<file path="src/rtl/devilwalk2_sprite_fetch.sv">
// rtl/devilwalk2_sprite_fetch.sv - devilwalk2 sprite hit test, ROM address and walk-cycle animation
//
// Purpose: per VGA pixel, tests the draw coordinate against the sprite box and
// forms the sprite ROM address for the current walk frame (mirrored when facing
// left). It also emits the palette index and the pixel_on flag two cycles after
// the draw coordinate.
//
// Ports:
//   clk_i          pixel/system clock
//   reset_i        synchronous active-high reset
//   frame_start_i  one-cycle pulse at start of vertical blank
//   walking_i      1 = character moving (animate)
//   facing_left_i  1 = mirror sprite horizontally
//   sprite_x_i/y_i sprite top-left corner, latched on frame_start_i
//   draw_x_i/y_i   current VGA pixel coordinate
//   rom_addr_o     sprite ROM address (ROM has 1-cycle read latency)
//   rom_data_i     ROM output for the previous rom_addr_o
//   pal_index_o    palette index (0 when not covered)
//   pixel_on_o     sprite covers pixel and index is opaque
module devilwalk2_sprite_fetch #(
  parameter int SPR_W           = 32,
  parameter int SPR_H           = 32,
  parameter int NUM_FRAMES      = 4,
  parameter int TICKS_PER_FRAME = 8,
  parameter int ADDR_W          = 12
) (
  input  logic              clk_i,
  input  logic              reset_i,
  input  logic              frame_start_i,
  input  logic              walking_i,
  input  logic              facing_left_i,
  input  logic [9:0]        sprite_x_i,
  input  logic [9:0]        sprite_y_i,
  input  logic [9:0]        draw_x_i,
  input  logic [9:0]        draw_y_i,
  output logic [ADDR_W-1:0] rom_addr_o,
  input  logic [3:0]        rom_data_i,
  output logic [3:0]        pal_index_o,
  output logic              pixel_on_o
);

  localparam int TICK_W  = (TICKS_PER_FRAME > 1) ? $clog2(TICKS_PER_FRAME) : 1;
  localparam int FRAME_W = (NUM_FRAMES > 1) ? $clog2(NUM_FRAMES) : 1;

  typedef enum logic {
    ST_STAND,
    ST_WALK
  } state_t;

  state_t              state_q, state_d;
  logic [TICK_W-1:0]   tick_q, tick_d;
  logic [FRAME_W-1:0]  frame_q, frame_d;
  logic                step;

  // Shadow copies of the sprite placement, only updated on frame_start_i.
  logic [9:0]          pos_x_q, pos_y_q;
  logic                facing_q;

  logic [ADDR_W-1:0]   rom_addr_q;
  logic                hit_s1_q, hit_s2_q;

  logic [10:0]         dx, dy, col;
  logic                hit;
  logic [ADDR_W-1:0]   addr_nxt;

  // Walk-cycle FSM. The pulse that enters WALK already counts as a tick.
  always_comb begin
    state_d = state_q;
    tick_d  = tick_q;
    frame_d = frame_q;
    step    = 1'b0;
    case (state_q)
      ST_STAND: begin
        tick_d  = '0;
        frame_d = '0;
        if (frame_start_i && walking_i) begin
          state_d = ST_WALK;
          step    = 1'b1;
        end
      end
      ST_WALK: begin
        if (frame_start_i) begin
          if (walking_i) begin
            step = 1'b1;
          end else begin
            state_d = ST_STAND;
            tick_d  = '0;
            frame_d = '0;
          end
        end
      end
      default: state_d = ST_STAND;
    endcase
    if (step) begin
      if (tick_q == TICK_W'(TICKS_PER_FRAME - 1)) begin
        tick_d  = '0;
        frame_d = (frame_q == FRAME_W'(NUM_FRAMES - 1)) ? '0 : frame_q + 1'b1;
      end else begin
        tick_d = tick_q + 1'b1;
      end
    end
  end

  // Stage 1 combinational part. The 11-bit differences are only meaningful
  // once the unsigned >= compares have ruled out a negative offset.
  always_comb begin
    dx       = {1'b0, draw_x_i} - {1'b0, pos_x_q};
    dy       = {1'b0, draw_y_i} - {1'b0, pos_y_q};
    hit      = (draw_x_i >= pos_x_q) && (draw_y_i >= pos_y_q) &&
               (dx < 11'(SPR_W)) && (dy < 11'(SPR_H));
    col      = facing_q ? (11'(SPR_W - 1) - dx) : dx;
    addr_nxt = ADDR_W'(frame_q) * ADDR_W'(SPR_W * SPR_H) +
               ADDR_W'(dy) * ADDR_W'(SPR_W) + ADDR_W'(col);
  end

  always_ff @(posedge clk_i) begin
    if (reset_i) begin
      state_q    <= ST_STAND;
      tick_q     <= '0;
      frame_q    <= '0;
      pos_x_q    <= '0;
      pos_y_q    <= '0;
      facing_q   <= 1'b0;
      rom_addr_q <= '0;
      hit_s1_q   <= 1'b0;
      hit_s2_q   <= 1'b0;
    end else begin
      state_q <= state_d;
      tick_q  <= tick_d;
      frame_q <= frame_d;
      if (frame_start_i) begin
        pos_x_q  <= sprite_x_i;
        pos_y_q  <= sprite_y_i;
        facing_q <= facing_left_i;
      end
      rom_addr_q <= hit ? addr_nxt : '0;
      hit_s1_q   <= hit;
      // Aligns the hit flag with rom_data_i, which lags rom_addr_o by one cycle.
      hit_s2_q   <= hit_s1_q;
    end
  end

  assign rom_addr_o  = rom_addr_q;
  assign pal_index_o = hit_s2_q ? rom_data_i : 4'd0;
  assign pixel_on_o  = hit_s2_q && (rom_data_i != 4'd0);

endmodule

</file>
<file path="config.mk">
export PLATFORM = sky130hd
export DESIGN_NAME = devilwalk2_sprite_fetch
export DESIGN_NICKNAME = d
export VERILOG_FILES = /design/src/rtl/devilwalk2_sprite_fetch.sv
export SDC_FILE = /design/constraint.sdc
export NUM_CORES = 1
export LEC_CHECK = 0
export ABC_AREA = 1
export ABC_CLOCK_PERIOD_IN_PS = 7340
export BUFFER_PORTS_ARGS = -buffer_cell sky130_fd_sc_hd__buf_2
export CORE_MARGIN = 1.5
export CORE_UTILIZATION = 48
export DETAILED_ROUTE_END_ITERATION = 8
export GPL_ROUTABILITY_DRIVEN = 0
export GPL_TIMING_DRIVEN = 1
export PLACE_DENSITY_LB_ADDON = 0.08
export SYNTH_ARGS = -nofsm -noshare
export SYNTH_HDL_FRONTEND = slang
export SYNTH_SLANG_ARGS = --single-unit
</file>
<file path="constraint.sdc">
create_clock -name clk_i -period 7.34 [get_ports clk_i]
set_input_delay 0.367 -clock clk_i [delete_from_list [all_inputs] [get_ports clk_i]]
set_output_delay 0.367 -clock clk_i [all_outputs]
set_load 0.01 [all_outputs]
</file>
==> run summary, run 1 <==
Clock buffer depth -> 2
Multi-input logic area -> 1890 µm²
Mean Syn Cell Area -> 6.97 µm²
Commonest non-fill, non-tap cell in the layout -> nand2_1
Final max-slew violation count -> 0
Core Box Area -> 6030 µm²
Cell Int Power -> 450 µW
Initial DRC count -> 126
Die X -> 82.6 µm
Net Count, Synth -> 523
Final Skew -> 0.00258 ns
Critical path required time -> 7.53 ns
Worst skew pair latency -> 0.30 ns
Number of CTS-inserted buffers -> 5
Vias -> 2770
Worst-path fanout max -> 4
Initial antenna violation count -> 0
Main flop type after synthesis -> dfxtp_1
CTS tree -> built
Setup TNS -> 0 ns
Yosys cell types -> 31
CTS Hold Buffers Added -> 0
Largest net degree at the start of global routing -> 44
Fillers -> 592
Hold EP -> pos_x_q[0]
Hold WC Path Type -> primary input to flop
Per-cell routed wire length -> 11.2 µm
Cells on Worst Hold Path -> 3
WL final -> 6.46 mm
Register area share after synthesis -> 27.0%
Ports -> 66
Final nets -> 586
Period utilization -> 48.9%
Worst slew pin tran -> 1.02 ns
H-tree depth -> 2
Worst R2R End -> rom_addr_o[11]
FF-to-FF Start -> pos_x_q[0]
FF-to-FF setup slack -> 3.75 ns
Combinational fraction of design power -> 40.6%
Max Cap Viol -> 0
GR Overflow Total -> 0
Drt pass-1 iters -> 4
Die area -> 6820 µm²
CP Class -> flop to flop
Routed Antenna Nets -> 0
DIE HEIGHT -> 82.6 µm
CTS sink count -> 41
Synth Register Bits -> 41
Cell Pwr Density -> 202 nW/µm²
CTS root buf -> clkbuf_8
Area growth, synth to finish -> 16.2%
Sw Pwr -> 265 µW
Final min period -> 3.59 ns
Peak VDD IR -> 0.110 mV
Diode count -> 0
Initial core utilization -> 50.4%
Sequential Area -> 821 µm²
Crit. End Element -> flop
HPWL after DPL -> 5.28 mm
Sw Share -> 37.1%
Async S/R FF share, synth -> 0%
Layout cells sized above 1 -> 19.8%
Syn Inst Count -> 436
CP arrival -> 3.78 ns
Final setup viols -> 0
Setup crit start kind -> flop
Placed Cells incl. Taps -> 567
# port buffers -> 65
Static leakage -> 0.00191 µW
Relative slew slack -> 31.9%
Most frequent cells in the layout -> nand2_1, inv_1, buf_2, dfxtp_1, a21oi_1
HP Start -> sprite_x_i[0]
Fmax -> 279 MHz
Reg clk slew, reported paths -> 0.08 ns
Fin. Hold Viols -> 0
Fin util -> 58.6%
Clk pwr share -> 26.4%
Post-route DRC -> 0
RSZ-0062 raised after global routing -> false
Vias in the first global route -> 2477
Worst Reg-to-Reg Cells -> 25
Outcome -> finished clean
Ys Warns -> 0
EDFF count, synth -> 0
Non-Filler Instances -> 575
Tot GR Track Use -> 20.5%
Sequential Power Share -> 33.0%
Cell Area, Synth -> 3040 µm²
Vias per cell -> 4.82
CTS resizes -> 0
Row Count -> 28
Post-CTS setup buffer count -> 0
First-pass GRT wire length -> 10.7 mm
## cell type report
cell class / count / share of cell area, %
multi-input combinational: 310 / 53.6
clock inverter: 3 / 1.31
tap: 75 / 2.66
sequential: 41 / 23.2
clock buffer: 5 / 1.95
timing repair buffer: 65 / 9.21
inverter: 76 / 8.08
## power groups by stage
| stage | combinational [µW] | sequential, µW | clock [µW] |
|---|---|---|---|
| floorplan | 231 | 239 | 0 |
| global placement | 283 | 241 | 0 |
| detailed placement | 289 | 241 | 0 |
| CTS | 291 | 236 | 193 |
| global route | 334 | 237 | 200 |
| finish | 290 | 236 | 189 |
## registers in the layout, summed over array words and instances (netlist names), named ones only
| name | cells |
|---|---|
| pos_x_q | 10 |
| hit_s1_q | 1 |
| facing_q | 1 |
| frame_q | 2 |
| rom_addr_o | 12 |
| hit_s2_q | 1 |
| tick_q | 3 |
| pos_y_q | 10 |
## how the worst max path moves through the flow
stage	startpoint	end	slack, ns	cells past startpoint
final	pos_x_q[0]	rom_addr_o[11]	3.75	25
after global placement	draw_x_i[0]	rom_addr_o[11]	3.72	27
after CTS	pos_x_q[0]	rom_addr_o[11]	3.74	25
after global routing	pos_x_q[0]	rom_addr_o[11]	3.41	23
after floorplan	draw_x_i[0]	rom_addr_o[11]	3.99	26
after detailed placement	draw_x_i[0]	rom_addr_o[11]	3.65	27
## Yosys cell counts (5+ instances only)
cell type  count  area share (%)
a21oi_1       35             5.8
clkbuf_1       5            0.62
dfxtp_1       41              27
ha_1          34              14
inv_1         75             9.3
nand2_1       91              11
nand2_2        5             1.0
nand3_1       24             4.0
nand4_1        5             1.0
nor2_1        32             4.0
nor2_2        11             2.3
o21ai_0       28             4.6
xnor2_1        6             1.7
xor2_1        14             4.0
## per-stage QoR
step	power [µW]	setup slack, ns	cell area, µm²	hold WS, ns
global placement	524	3.72	3420	0.396
floorplan	469	3.99	3040	0.388
detailed placement	531	3.65	3420	0.401
global route	771	3.41	3530	0.316
finish	715	3.75	3530	0.286
CTS	720	3.74	3530	0.278
## critical path, cell delays in order, from the launching register on
cell and delay, ns:
dfxtp_1 0.40, ha_1 0.17, inv_1 0.06, fa_1 0.42, nand2_1 0.08, nand2_1 0.10
nand3_1 0.10, nand2_1 0.06, nand2_1 0.05, nand2_1 0.08, ha_1 0.18, inv_1 0.08
nor2_2 0.05, nand2_1 0.05, nand2_1 0.06, xnor2_1 0.15, inv_1 0.06, ha_1 0.27
ha_1 0.35, nand2_1 0.08, inv_1 0.05, nand4_1 0.06, nand3_1 0.08, xor2_1 0.16
xnor2_1 0.23, nor2_4 0.05
## layer usage
layer  GRT usage, %  wire (µm)  up-vias
li1               -          -     1513
met1           30.1       3510     1187
met2           30.8       2580       64
met3           3.74        310        6
met4           4.33         59        0
met5              0          0        -
## cells by family after synthesis
kind of cell               count (synthesis)  synth area share [%]
and+or+nand+nor                          180                  26.8
xor gates and xnor gates                  20                  5.76
buffers and inverters                     85                  10.7
DFF                                       41                  27.0
adders and majority gates                 38                  16.6
AOI/OAI and AO/OA                         72                  13.0
Power figures use the tool's default switching activity.
==> run 2, diff against run 1 <==
--- a/config.mk
+++ b/config.mk
@@ -6,7 +6,7 @@
 export NUM_CORES = 1
 export LEC_CHECK = 0
 export ABC_AREA = 1
-export ABC_CLOCK_PERIOD_IN_PS = 7340
+export ABC_CLOCK_PERIOD_IN_PS = 3400
 export BUFFER_PORTS_ARGS = -buffer_cell sky130_fd_sc_hd__buf_2
 export CORE_MARGIN = 1.5
 export CORE_UTILIZATION = 48
==> constraint.sdc (replaced) <==
create_clock -name clk_i -period 3.4 [get_ports clk_i]
set_input_delay 0.17 -clock clk_i [delete_from_list [all_inputs] [get_ports clk_i]]
set_output_delay 0.17 -clock clk_i [all_outputs]
set_load 0.01 [all_outputs]
==> run 2 against run 1 <==
Compared with the run above: wire length rose by 7.7%; total power rose by 130%; design area rose by 6.1%; die area did not move; clock skew rose by 0.0045 ns; maximum frequency rose by 7.4%.
==> run summary, run 2 (synthesis gave the netlist of run 1 again) <==
Setup crit start kind -> flop
Worst slew pin tran -> 0.797 ns (-0.223 ns)
GR Util met2 -> 31.9% (+1.1 points)
CP endpoint -> rom_addr_o[11]
Non-Filler Instances -> 585 (+1.7%)
Vias -> 2877 (+3.9%)
Initial core utilization -> 50.4% (unchanged)
Static leakage -> 0.00196 µW (+2.8%)
Die area -> 6820 µm² (unchanged)
Crit. End Element -> flop
GR Overflow Total -> 0 (unchanged)
HP Start -> sprite_y_i[0]
Commonest non-fill, non-tap cell in the layout -> nand2_1
Layout cells sized above 1 -> 27.3% (+7.5 points)
RSZ-0062 raised after global routing -> true
Peak VDD IR -> 0.266 mV (+140%)
Core Box Area -> 6030 µm² (unchanged)
Tot GR Track Use -> 21.6% (+1.1 points)
Met3 Use GR -> 2.97% (-0.77 points)
CTS sink count -> 41 (unchanged)
Worst R2R End -> rom_addr_o[11]
H-tree depth -> 2 (unchanged)
Final setup viols -> 0 (unchanged)
Per-cell routed wire length -> 11.9 µm (+5.9%)
Hold WC Path Type -> primary input to flop
Vias per cell -> 4.92 (+2.1%)
HPWL after DPL -> 5.43 mm (+2.9%)
Critical path required time -> 3.58 ns (-3.95 ns)
Number of CTS-inserted buffers -> 5 (unchanged)
CTS Hold Buffers Added -> 0 (unchanged)
Routed Antenna Nets -> 0 (unchanged)
Diode count -> 0 (unchanged)
Die X -> 82.6 µm (unchanged)
Clock buffer depth -> 2 (unchanged)
Outcome -> finished clean
Max reg flops -> 12 (unchanged)
GRT busiest layer -> met1
Placed Cells incl. Taps -> 572 (+0.88%)
Max Cap Viol -> 0 (unchanged)
CP arrival -> 3.52 ns (-0.26 ns)
Largest net degree at the start of global routing -> 33 (-25%)
Worst skew pair latency -> 0.30 ns (about the same)
Cell Pwr Density -> 443 nW/µm² (+120%)
# port buffers -> 65 (unchanged)
Initial DRC count -> 109 (-13%)
Relative slew slack -> 46.8% (+15 points)
CTS tree -> built
Routing usage on met1 -> 32.3% (+2.1 points)
Reg clk slew, reported paths -> 0.08 ns (about the same)
Final min period -> 3.34 ns (-0.248 ns)
Most frequent cells in the layout -> nand2_1, inv_1, buf_2, dfxtp_1, a21oi_1
CP Class -> flop to flop
Worst Reg-to-Reg Cells -> 23 (-8.0%)
FF-to-FF Start -> pos_x_q[0]
Ports -> 66 (unchanged)
Fmax -> 299 MHz (+7.4%)
Post-route DRC -> 0 (unchanged)
WHS -> 0.0983 ns (-0.188 ns)
Initial antenna violation count -> 0 (unchanged)
PnR Total Power -> 1660 µW (+130%)
Setup TNS -> 0 ns (unchanged)
DIE HEIGHT -> 82.6 µm (unchanged)
Fin. Hold Viols -> 0 (unchanged)
Cells on Worst Hold Path -> 3 (unchanged)
Vias in the first global route -> 2537 (+2.4%)
Final Skew -> 0.00709 ns (+0.00451 ns)
Setup crit start -> pos_x_q[0]
Worst-path fanout max -> 3 (-1)
First-pass GRT wire length -> 11.3 mm (+4.9%)
Design area -> 3750 µm² (+6.1%)
Placed inst area -> 3450 µm² (+1.1%)
Period utilization -> 98.3% (+49 points)
Drt pass-1 iters -> 5 (+1)
Row Count -> 28 (unchanged)
WL final -> 6.96 mm (+7.7%)
FF-to-FF setup slack -> 0.06 ns (-3.69 ns)
Final nets -> 597 (+1.9%)
CTS root buf -> clkbuf_8
Final max-slew violation count -> 0 (unchanged)
Area growth, synth to finish -> 23.3%
## run 2: cell count changes in the layout (fill, tap and decap cells not counted), moves of 2 or more
cell	delta
buf_4	+11
ha_1	-9
nand2_1	-8
nand2_2	+8
ha_4	+7
inv_1	-4
inv_2	+3
a21oi_1	-2
a21oi_2	+2
fa_1	-2
fa_2	+2
ha_2	+2
nor2_1	-2
nor2_2	+2
## run 2: critical path, stage by stage, from the launching register on
cell and delay (ns):
dfxtp_2 0.35, ha_4 0.14, inv_4 0.04, fa_2 0.38, nand2_2 0.08, nand2_2 0.07
nand3_2 0.08, nand3b_1 0.09, nand2_2 0.10, nand2_2 0.06, nor2_2 0.10, nand3b_1 0.10
nand2_1 0.07, nand2_1 0.05, nand2_1 0.08, fa_1 0.46, ha_4 0.30, nand2_2 0.04
inv_2 0.05, nand4_1 0.06, nand3_1 0.10, xor2_1 0.19, xnor2_1 0.19, nor2_4 0.04
## run 2: final cells by class
class                           instances  area, µm²
Timing Repair Buffer                   76        408
Clock buffer                            5       68.8
Sequential cell                        41        822
Multi-Input combinational cell        310       2030
Fill cell                             580       2280
Tap cell                               75       93.8
Inverter                               76        288
Clock inverter                          2       35.0
## run 2: worst min-delay path by stage
| stage | slack (ns) | to |
|---|---|---|
| 2_1_floorplan | 0.30 | facing_q |
| 3_3_place_gp | 0.39 | pos_y_q[0] |
| 3_5_place_dp | 0.40 | pos_y_q[0] |
| 4_1_cts | 0.09 | pos_y_q[0] |
| 5_1_grt | 0.11 | pos_y_q[0] |
| 6_report | 0.1 | pos_y_q[0] |
## run 2: what timing repair did
item | CTS | global route
endpoints found under the setup margin | 2 | 3
gates resized for setup | 8 | 27
pin swaps | 6 | 21
hold endpoints to repair | 0 | 0
setup buffers | 1 | 5
## run 2: metrics by stage
step / utilization, % / setup WS (ns)
floorplan: - / 0.148
global placement: 57.3 / 0.0357
detailed placement: 57.3 / -0.0569
CTS: 59.9 / 0.00799
global route: 62.2 / -0.152
finish: 62.2 / 0.0570
## run 2: per-layer routing
| layer | wire (µm) | vias up | part of all wire (%) |
|---|---|---|---|
| met5 | 0 | - | 0 |
| met4 | 60 | 0 | 0.86 |
| met1 | 3540 | 1268 | 51 |
| met2 | 2950 | 73 | 42 |
| li1 | - | 1529 | - |
| met3 | 413 | 7 | 5.9 |
## run 2: power by group
group | internal, µW | switching [µW]
combinational | 340 | 429
sequential | 499 | 8.48
clock | 214 | 171
total | 1050 | 608
==> run 3, diff against run 2 <==
--- a/config.mk
+++ b/config.mk
@@ -10,10 +10,12 @@
 export BUFFER_PORTS_ARGS = -buffer_cell sky130_fd_sc_hd__buf_2
 export CORE_MARGIN = 1.5
 export CORE_UTILIZATION = 48
+export CTS_CLUSTER_SIZE = 12
 export DETAILED_ROUTE_END_ITERATION = 8
 export GPL_ROUTABILITY_DRIVEN = 0
 export GPL_TIMING_DRIVEN = 1
-export PLACE_DENSITY_LB_ADDON = 0.08
+export PLACE_DENSITY = 0.69
 export SYNTH_ARGS = -nofsm -noshare
 export SYNTH_HDL_FRONTEND = slang
 export SYNTH_SLANG_ARGS = --single-unit
+export TNS_END_PERCENT = 100
==> run 3 against run 2 <==
Compared with the run above: clock skew is 0.00053 ns lower; critical endpoint unchanged; setup slack got worse by 0.048 ns; design area down 1.1%; maximum frequency down 1.4%; combinational power increased by 2%.
==> run summary, run 3 (synthesis gave the netlist of run 1 again) <==
Initial antenna violation count -> 0 (unchanged)
Peak VDD IR -> 0.238 mV (-10%)
Relative slew slack -> 30.0% (-17 points)
CTS sink count -> 41 (unchanged)
Die area -> 6820 µm² (unchanged)
Most frequent CP cell -> nand2_2
Fin util -> 61.5% (-0.66 points)
Buf/Inv on CP -> 1 (-1)
Worst R2R End -> rom_addr_o[11]
Period utilization -> 99.7% (+1.4 points)
Worst path cell trace -> ha_4 > inv_4 > fa_2 > nand2_2 > nand2_4 > nand3_2 > nand3b_1 > nand2_2 > nand2_2 > nor2_2 > nand3b_1 > nand3_1 > nand2_2 > fa_1 > ha_4 > a21oi_1 > nand3_2 > xor2_2 > xnor2_2 > nor2_4
FF-to-FF Start -> pos_x_q[0]
Hold EP -> facing_q
Reg clk slew, reported paths -> 0.08 ns (about the same)
CTS Hold Buffers Added -> 0 (unchanged)
Worst-path fanout max -> 3 (unchanged)
Drt pass-1 iters -> 4 (-1)
Vias -> 2840 (-1.3%)
Post-route DRC -> 0 (unchanged)
HPWL after DPL -> 5.33 mm (-1.7%)
FF-to-FF setup slack -> 0.009 ns (-0.05 ns)
Ports -> 66 (unchanged)
Final max-slew violation count -> 0 (unchanged)
Max reg flops -> 12 (unchanged)
Diode count -> 0 (unchanged)
Most frequent cells in the layout -> nand2_1, inv_1, buf_2, dfxtp_1, a21oi_1
Crit. End Element -> flop
Crit path max-delay family -> adder cells
Area growth, synth to finish -> 21.9%
First-pass GRT wire length -> 11.0 mm (-2.4%)
Worst skew pair latency -> 0.30 ns (about the same)
Die X -> 82.6 µm (unchanged)
Vias per cell -> 4.90 (-0.44%)
Critical path required time -> 3.59 ns (about the same)
Worst Reg-to-Reg Cells -> 20 (-13%)
Worst slew pin tran -> 1.05 ns (+0.252 ns)
Worst setup margin -> 0.00862 ns (-0.0484 ns)
CTS root buf -> clkbuf_8
Placed inst area -> 3440 µm² (-0.43%)
Per-cell routed wire length -> 11.8 µm (-0.53%)
CP peak stage delay -> 0.57 ns (+0.11 ns)
Number of CTS-inserted buffers -> 5 (unchanged)
Final min period -> 3.39 ns (+0.0484 ns)
CTS tree -> built
Setup crit start kind -> flop
Fin. Hold Viols -> 0 (unchanged)
GR Overflow Total -> 0 (unchanged)
Hold WC Path Type -> primary input to flop
Max Cap Viol -> 0 (unchanged)
Critical path's slowest cell -> fa_1
Largest net degree at the start of global routing -> 44 (+33%)
Commonest non-fill, non-tap cell in the layout -> nand2_1
Outcome -> finished clean
CP arrival -> 3.58 ns (+0.06 ns)
CP Class -> flop to flop
Layout cells sized above 1 -> 26.3% (-0.92 points)
Final Skew -> 0.00656 ns (-0.000535 ns)
Core Box Area -> 6030 µm² (unchanged)
Final nets -> 591 (-1.0%)
Vias in the first global route -> 2504 (-1.3%)
Routed Antenna Nets -> 0 (unchanged)
Cells on Worst Hold Path -> 3 (unchanged)
WHS -> 0.0902 ns (-0.00819 ns)
Cell Pwr Density -> 447 nW/µm² (+0.77%)
Tot GR Track Use -> 21.2% (-0.43 points)
RSZ-0062 raised after global routing -> true
Clock buffer depth -> 2 (unchanged)
Place WS -> -0.00252 ns (+0.0544 ns)
H-tree depth -> 2 (unchanged)
Initial core utilization -> 50.4% (unchanged)
Fmax -> 295 MHz (-1.4%)
WL final -> 6.87 mm (-1.4%)
Final setup viols -> 0 (unchanged)
HP Start -> facing_left_i
Initial DRC count -> 181 (+66%)
Design area -> 3710 µm² (-1.1%)
Row Count -> 28 (unchanged)
PnR Total Power -> 1660 µW (-0.31%)
# port buffers -> 65 (unchanged)
DIE HEIGHT -> 82.6 µm (unchanged)
Static leakage -> 0.00194 µW (-0.80%)
==> run 3: how the worst max path moves through the flow <==
| stage | slack, ns | cells past startpoint | from | end |
|---|---|---|---|---|
| after detailed placement | -0.003 | 23 | pos_x_q[0] | rom_addr_o[11] |
| after floorplan | 0.15 | 25 | pos_x_q[0] | rom_addr_o[11] |
| after CTS | 0.003 | 24 | pos_x_q[4] | rom_addr_o[11] |
| final | 0.009 | 20 | pos_x_q[0] | rom_addr_o[11] |
| after global routing | -0.23 | 23 | pos_x_q[0] | rom_addr_o[11] |
| after global placement | 0.06 | 25 | draw_x_i[0] | rom_addr_o[11] |
==> run 3: worst min-delay path, stage by stage <==
cell and delay (ns):
buf_2 0.07, nor2_1 0.04, nor2_1 0.08
==> run 3: layout make-up <==
type                            instances  area [µm²]
Timing Repair Buffer                   70         363
Multi-Input combinational cell        310        2040
Sequential cell                        41         822
Clock inverter                          1        5.00
Inverter                               76         288
Fill cell                             580        2320
Tap cell                               75        93.8
Clock buffer                            7        96.3
==> run 3: routing by layer <==
layer | vias to the layer above | wire length, µm | track usage (%) | share of wire (%)
met5 | - | 0 | 0 | 0
met3 | 10 | 349 | 3.63 | 5.1
met4 | 0 | 131 | 8.33 | 1.9
met1 | 1241 | 3410 | 29.6 | 50
li1 | 1520 | - | - | -
met2 | 69 | 2970 | 32.2 | 43
==> run 3: metrics by stage <==
step	TNS, ns	cells
after CTS	0	578
after global routing	-0.245	580
after floorplan	0	436
after detailed placement	-0.00252	570
final	0	580
after global placement	0	570
==> run 3: report_power, final <==
group / total (µW) / internal (µW) / switching, µW
Clock: 360 / 184 / 176
Combinational: 787 / 346 / 440
Sequential: 509 / 499 / 9.61
==> run 3: timing repair <==
item	in CTS	in global routing
gates resized for setup	4	31
cloned	0	0
buffers inserted	0	2
endpoints found under the setup margin	1	3
pin swaps	5	16
